$ cat src/rtl/fpu_pkg.sv
// Shared FPU types: the float container, finv pipeline depth and the tag
// that rides alongside the finv pipeline.
package fpu_pkg;

    typedef logic [31:0] float_t;

    localparam int FINV_LAT = 2;

    localparam float_t FLOAT_QNAN = 32'h7FC0_0000;

    typedef struct packed {
        logic       vld;
        logic [2:0] id;
    } finv_tag_t;

endpackage

$ cat src/rtl/finv.sv
// Pipelined single-precision reciprocal: operand register, then a result
// register. Two edges from x to y/ovf/udf. Round-to-nearest-even; tiny
// results flush to signed zero with udf, zero/denormal inputs give inf with ovf.
module finv
    import fpu_pkg::*;
(
    input  logic        clk,
    input  logic [31:0] x,
    output logic [31:0] y,
    output logic        ovf,
    output logic        udf
);

    float_t      x_d, x_q;
    float_t      y_d, y_q;
    logic        ovf_d, ovf_q;
    logic        udf_d, udf_q;

    logic        sgn;
    logic [7:0]  expo;
    logic [22:0] frac;
    logic [48:0] num;
    logic [48:0] den;
    logic [24:0] quo;
    logic        rem_nz;
    logic        rnd;
    logic [24:0] sig_rnd;
    logic        sig_unused;

    always_comb begin
        x_d    = x;
        sgn    = x_q[31];
        expo   = x_q[30:23];
        frac   = x_q[22:0];
        // 2^48 / {1.frac} yields a 24-bit significand plus one round bit.
        num    = 49'h1_0000_0000_0000;
        den    = {25'b0, 1'b1, frac};
        quo    = 25'(num / den);
        rem_nz = (num % den) != 49'd0;
        rnd    = quo[0] & (rem_nz | quo[1]);
        sig_rnd = {1'b0, quo[24:1]} + {24'b0, rnd};
        sig_unused = sig_rnd[23];

        y_d   = '0;
        ovf_d = 1'b0;
        udf_d = 1'b0;
        if (expo == 8'hFF) begin
            y_d = (frac != 23'd0) ? FLOAT_QNAN : {sgn, 31'b0};
        end else if (expo == 8'h00) begin
            y_d   = {sgn, 8'hFF, 23'b0};
            ovf_d = 1'b1;
        end else if (frac == 23'd0) begin
            if (expo == 8'hFE) begin
                y_d   = {sgn, 31'b0};
                udf_d = 1'b1;
            end else begin
                y_d = {sgn, 8'hFE - expo, 23'b0};
            end
        end else if (expo >= 8'd253) begin
            y_d   = {sgn, 31'b0};
            udf_d = 1'b1;
        end else begin
            y_d = {sgn, 8'd253 - expo + {7'b0, sig_rnd[24]}, sig_rnd[22:0]};
        end
    end

    always_ff @(posedge clk) begin
        x_q   <= x_d;
        y_q   <= y_d;
        ovf_q <= ovf_d;
        udf_q <= udf_d;
    end

    assign y   = y_q;
    assign ovf = ovf_q;
    assign udf = udf_q;

endmodule

$ cat src/rtl/finv_arbiter.sv
// Round-robin sharing of one pipelined finv among N_REQ requesters, with a
// tag pipe steering each result into a one-entry per-requester result buffer.
module finv_arbiter
    import fpu_pkg::*;
#(
    parameter int N_REQ    = 4,
    parameter int FINV_LAT = fpu_pkg::FINV_LAT
) (
    input  logic                 clk,
    input  logic                 rst,
    input  logic [N_REQ-1:0]     req_valid,
    input  logic [N_REQ*32-1:0]  req_x,
    output logic [N_REQ-1:0]     req_ready,
    output logic [N_REQ-1:0]     res_valid,
    output logic [N_REQ*32-1:0]  res_y,
    output logic [N_REQ-1:0]     res_ovf,
    output logic [N_REQ-1:0]     res_udf,
    input  logic [N_REQ-1:0]     res_ready,
    output logic                 busy
);

    localparam int IDW = $clog2(N_REQ);

    // Handshakes: an operand moves on a posedge where req_valid[i] && req_ready[i];
    // a result moves where res_valid[i] && res_ready[i]. Valid never waits on ready.
    logic [N_REQ-1:0]    outstanding_d, outstanding_q;
    logic [N_REQ-1:0]    res_valid_d, res_valid_q;
    logic [N_REQ-1:0]    res_ovf_d, res_ovf_q;
    logic [N_REQ-1:0]    res_udf_d, res_udf_q;
    logic [N_REQ*32-1:0] res_y_d, res_y_q;
    logic [IDW-1:0]      rr_d, rr_q;
    finv_tag_t           tag_d [FINV_LAT];
    finv_tag_t           tag_q [FINV_LAT];

    logic [N_REQ-1:0]    elig;
    logic [IDW:0]        pick;
    logic                grant;
    logic [IDW-1:0]      gidx;
    finv_tag_t           tag_out;
    float_t              finv_x;
    float_t              finv_y;
    logic                finv_ovf;
    logic                finv_udf;

    function automatic logic [IDW-1:0] add_mod(input logic [IDW-1:0] a,
                                               input logic [IDW-1:0] b);
        logic [IDW:0] s;
        s = {1'b0, a} + {1'b0, b};
        if (s >= (IDW+1)'(N_REQ)) s = s - (IDW+1)'(N_REQ);
        return s[IDW-1:0];
    endfunction

    // Rotate so ptr sits at bit 0, take the lowest set bit, rotate the index back.
    function automatic logic [IDW:0] rr_pick(input logic [N_REQ-1:0] elig_v,
                                             input logic [IDW-1:0]   ptr);
        logic [N_REQ-1:0] rot;
        logic             found;
        logic [IDW-1:0]   off;
        for (int k = 0; k < N_REQ; k++) begin
            rot[k] = elig_v[add_mod(ptr, IDW'(k))];
        end
        found = 1'b0;
        off   = '0;
        for (int j = N_REQ - 1; j >= 0; j--) begin
            if (rot[j]) begin
                found = 1'b1;
                off   = IDW'(j);
            end
        end
        return {found, add_mod(ptr, off)};
    endfunction

    always_comb begin
        elig  = req_valid & ~outstanding_q;
        pick  = rr_pick(elig, rr_q);
        grant = pick[IDW];
        gidx  = pick[IDW-1:0];

        req_ready     = '0;
        finv_x        = '0;
        rr_d          = rr_q;
        outstanding_d = outstanding_q;
        if (grant) begin
            req_ready[gidx]     = 1'b1;
            finv_x              = req_x[32*gidx +: 32];
            rr_d                = add_mod(gidx, IDW'(1));
            outstanding_d[gidx] = 1'b1;
        end

        tag_d[0] = '{vld: grant, id: 3'(gidx)};
        for (int s = 1; s < FINV_LAT; s++) begin
            tag_d[s] = tag_q[s-1];
        end
        tag_out = tag_q[FINV_LAT-1];

        res_valid_d = res_valid_q;
        res_y_d     = res_y_q;
        res_ovf_d   = res_ovf_q;
        res_udf_d   = res_udf_q;
        for (int k = 0; k < N_REQ; k++) begin
            if (res_valid_q[k] && res_ready[k]) begin
                res_valid_d[k]   = 1'b0;
                outstanding_d[k] = 1'b0;
            end
            // Buffer k is empty here: outstanding[k] kept k from re-issuing.
            if (tag_out.vld && tag_out.id == 3'(k)) begin
                res_valid_d[k]        = 1'b1;
                res_y_d[32*k +: 32]   = finv_y;
                res_ovf_d[k]          = finv_ovf;
                res_udf_d[k]          = finv_udf;
            end
        end
    end

    always_ff @(posedge clk) begin
        if (rst) begin
            outstanding_q <= '0;
            res_valid_q   <= '0;
            res_y_q       <= '0;
            res_ovf_q     <= '0;
            res_udf_q     <= '0;
            rr_q          <= '0;
            for (int s = 0; s < FINV_LAT; s++) begin
                tag_q[s] <= '0;
            end
        end else begin
            outstanding_q <= outstanding_d;
            res_valid_q   <= res_valid_d;
            res_y_q       <= res_y_d;
            res_ovf_q     <= res_ovf_d;
            res_udf_q     <= res_udf_d;
            rr_q          <= rr_d;
            for (int s = 0; s < FINV_LAT; s++) begin
                tag_q[s] <= tag_d[s];
            end
        end
    end

    finv u_finv (
        .clk (clk),
        .x   (finv_x),
        .y   (finv_y),
        .ovf (finv_ovf),
        .udf (finv_udf)
    );

    assign res_valid = res_valid_q;
    assign res_y     = res_y_q;
    assign res_ovf   = res_ovf_q;
    assign res_udf   = res_udf_q;
    assign busy      = |outstanding_q;

endmodule

$ cat config.mk
export PLATFORM = sky130hd
export DESIGN_NAME = finv_arbiter
export DESIGN_NICKNAME = d
export VERILOG_FILES = /design/src/rtl/fpu_pkg.sv /design/src/rtl/finv.sv /design/src/rtl/finv_arbiter.sv
export SDC_FILE = /design/constraint.sdc
export NUM_CORES = 2
export LEC_CHECK = 0
export ABC_AREA = 1
export CELL_PAD_IN_SITES_DETAIL_PLACEMENT = 0
export CELL_PAD_IN_SITES_GLOBAL_PLACEMENT = 2
export CORE_UTILIZATION = 37
export CTS_BUF_LIST = sky130_fd_sc_hd__clkbuf_16
export DETAILED_ROUTE_END_ITERATION = 10
export GPL_TIMING_DRIVEN = 0
export PLACE_DENSITY = 0.87
export RECOVER_POWER = 25
export SETUP_SLACK_MARGIN = 0.3
export SLEW_MARGIN = 10
export SYNTH_ARGS = -nofsm -noshare
export SYNTH_HDL_FRONTEND = slang
export SYNTH_SLANG_ARGS = --single-unit
export TNS_END_PERCENT = 5
$ cat constraint.sdc
create_clock -name clk -period 166.1 [get_ports clk]
set_input_delay 24.915 -clock clk [delete_from_list [all_inputs] [get_ports clk]]
set_output_delay 24.915 -clock clk [all_outputs]
set_load 0.02 [all_outputs]
==> results.tsv <==
metric	value	unit
status	finished clean	
fin_crit_sh	68.7	%
start_util	37.2	%
post_cts_resized	0	
clock-sinks	218	
cp_max_fo	11	
routed_wl	233000	um
start_kind	register	
drtIter0Drc	4684	
grt_pass1_wl	362000	um
port_buffers	281	
yosys_warnings	0	
max_slew.worst_pin.slew	1.34	ns
postCtsSetupBuffers	0	
final_area	0.0680	mm^2
fmax	8.76	MHz
grt-ovfl-total	0	
ctsHtreeMaxLevel	1	
drv_slew	0	
via_per_inst	5.23	
worstPathRequired	166.50	ns
grt_pass1_vias	62900	
die_area	0.168	mm^2
hold_end	tag_q[0][5]	
postRouteAntennaNets	0	
r2r_slack	52.01	ns
core_area	0.165	mm^2
placementRows	149	
drc_errors	0	
synth_seq_cells	218	
cts_hold_buf	0	
root_buffer	clkbuf_16	
rr_startpoint	u_finv.x_q[0]	
drt-wirelength-per-cell	18.2	um
fin_skew	0.0123	ns
min_period	114.09	ns
hp-start	tag_q[0][1]	
cts_buffers	25	
crit_buf_inv	170	
drtPass1Iterations	5	
synth_cell_types	102	
final.setup.tns	0	ns
netlist_area	0.0614	mm^2
worstReg2RegEnd	u_finv.y[29]	
synthArstFlopShare	0	%
grt_max_degree	29	
hp-class	reg2reg	
synth.avg_cell_area	5.97	um^2
place_area	0.0672	mm^2
antenna_found_initial	3	
vias	67100	
clock_latency	0.56	ns
synthFlopType	dfxtp_1	
dp.final_hpwl	198000	um
dieHeight	409	um
grtUsageTotal	26.8	%
place.gp.congestion	0.940	
slowest_delay	1.05	ns
timing_hold_violations_final	0	
setup_viol	0	
drive_gt1_share	12.5	%
critPathArrivalTime	114.49	ns
maxCapViolations	0	
worst_path_max_delay_cell	nor3_1	
seq_area_frac_synth	7.11	%
cp_common_cell	nand2_1	
nets	11300	
relSlewSlack	10.1	%
critPathCaptureType	register	
rr_worst_depth	644	
syn_inst	10300	
dieWidth	409	um
clk_path_buf_depth	3	
path_class	reg2reg	
area_growth	10.7	%
synth_edf_count	0	
min_path_cells	2	
grt_setup_unrepaired	false	
clk_pin_slew	0.06	ns
hold_ws	0.403	ns
cts_tree	done	
io_pins	283	
crit_family	compound AO/OA/AOI/OAI gates	
synth_stat cells (124+ instances only):
cell type / number / area share, %
inv_1: 1109 / 6.8
nand2_4: 135 / 2.5
nand4_1: 265 / 2.7
ha_1: 565 / 12
a21oi_1: 813 / 6.6
nor2_1: 789 / 4.8
xnor2_1: 254 / 3.6
xor2_1: 346 / 4.9
dfxtp_1: 218 / 7.1
o21ai_0: 675 / 5.5
nand3_1: 540 / 4.4
clkbuf_1: 124 / 0.76
nor2_2: 129 / 1.3
nand2_1: 2726 / 17
nand2_2: 330 / 3.4
per-layer routing:
| layer | GRT usage, % | vias up | part of all wire [%] |
|---|---|---|---|
| met5 | 0 | - | 0 |
| met4 | 2.80 | 0 | 1.1 |
| met3 | 0.756 | 141 | 3.1 |
| met2 | 46.2 | 1259 | 46 |
| met1 | 37.9 | 31100 | 49 |
| li1 | - | 34500 | - |
worst max path at each step:
stage                  startpoint           end  slack (ns)  cells after the start
floorplan           u_finv.x_q[0]  u_finv.y[29]       80.85                    644
CTS                 u_finv.x_q[0]  u_finv.y[29]       52.99                    645
finish              u_finv.x_q[0]  u_finv.y[29]       52.01                    644
global placement    u_finv.x_q[0]  u_finv.y[29]       53.40                    644
global route        u_finv.x_q[0]  u_finv.y[29]       40.88                    646
detailed placement  u_finv.x_q[0]  u_finv.y[29]       53.44                    645
cell families after synthesis:
logic type / count (synthesis) / synth area share [%]
compound gates: 1868 / 16.7
xor+xnor: 602 / 8.61
fa+ha+maj: 565 / 11.5
buf+inv: 1560 / 12.0
flops: 218 / 7.11
mux: 2 / 0.0326
other cells: 1 / 0.00611
simple gates: 5465 / 44.0
layout by cell type, fill, tap and decap left out, types with 24 or more instances in the layout:
master,count
inv_2,120
nor2_1,789
clkbuf_1,125
a21oi_1,813
a31oi_1,65
o211ai_1,30
nand3_1,540
xor2_1,346
clkdlybuf4s50_1,281
o21ai_1,49
buf_6,41
nor2_2,129
ha_1,565
dfxtp_1,218
clkinv_1,37
inv_1,1106
nand2_1,2726
clkbuf_16,25
nand3b_1,46
nor3_1,104
nand3_4,37
o21ai_0,675
clkbuf_8,39
or2_2,58
a21o_1,24
nor2_4,81
nand4_1,265
nand2_4,135
xnor2_1,254
nand2_2,330
nand3_2,115
nor4_1,34
o21bai_1,68
worst min-delay path: stages (launching register included):
cell and delay (ns):
dfxtp_1 0.30, inv_1 0.04, nor2_1 0.03
state kept, by name, indices dropped and copies added (netlist names):
| name | count |
|---|---|
| outstanding_q | 4 |
| res_ovf | 4 |
| res_udf | 4 |
| res_valid | 4 |
| res_y | 128 |
| rr_q | 2 |
| tag_q | 6 |
| u_finv.ovf | 1 |
| u_finv.udf | 1 |
| u_finv.x_q | 32 |
| u_finv.y | 32 |
stage by stage:
stage / utilization, % / setup WS [ns] / std cells
2_1_floorplan: - / 80.85 / 10300
3_3_place_gp: 40.6 / 53.40 / 12800
3_5_place_dp: 40.8 / 53.44 / 12800
4_1_cts: 41.2 / 52.99 / 12800
5_1_grt: 41.2 / 40.88 / 12800
6_report: 41.3 / 52.01 / 12800
area by class of cell:
type / count / area (um^2)
Antenna cell: 2 / 5.00
Buffer: 258 / 2220
Clock buffer: 25 / 626
Clock inverter: 19 / 191
Fill cell: 18300 / 96800
Inverter: 1302 / 5140
Multi-Input combinational cell: 8513 / 49700
Sequential cell: 218 / 4360
Tap cell: 2189 / 2740
Timing Repair Buffer: 289 / 3000
Power is left out: the tool's default activity adds up to more than one toggle a clock period on the data nets, which glitch-free logic cannot reach.
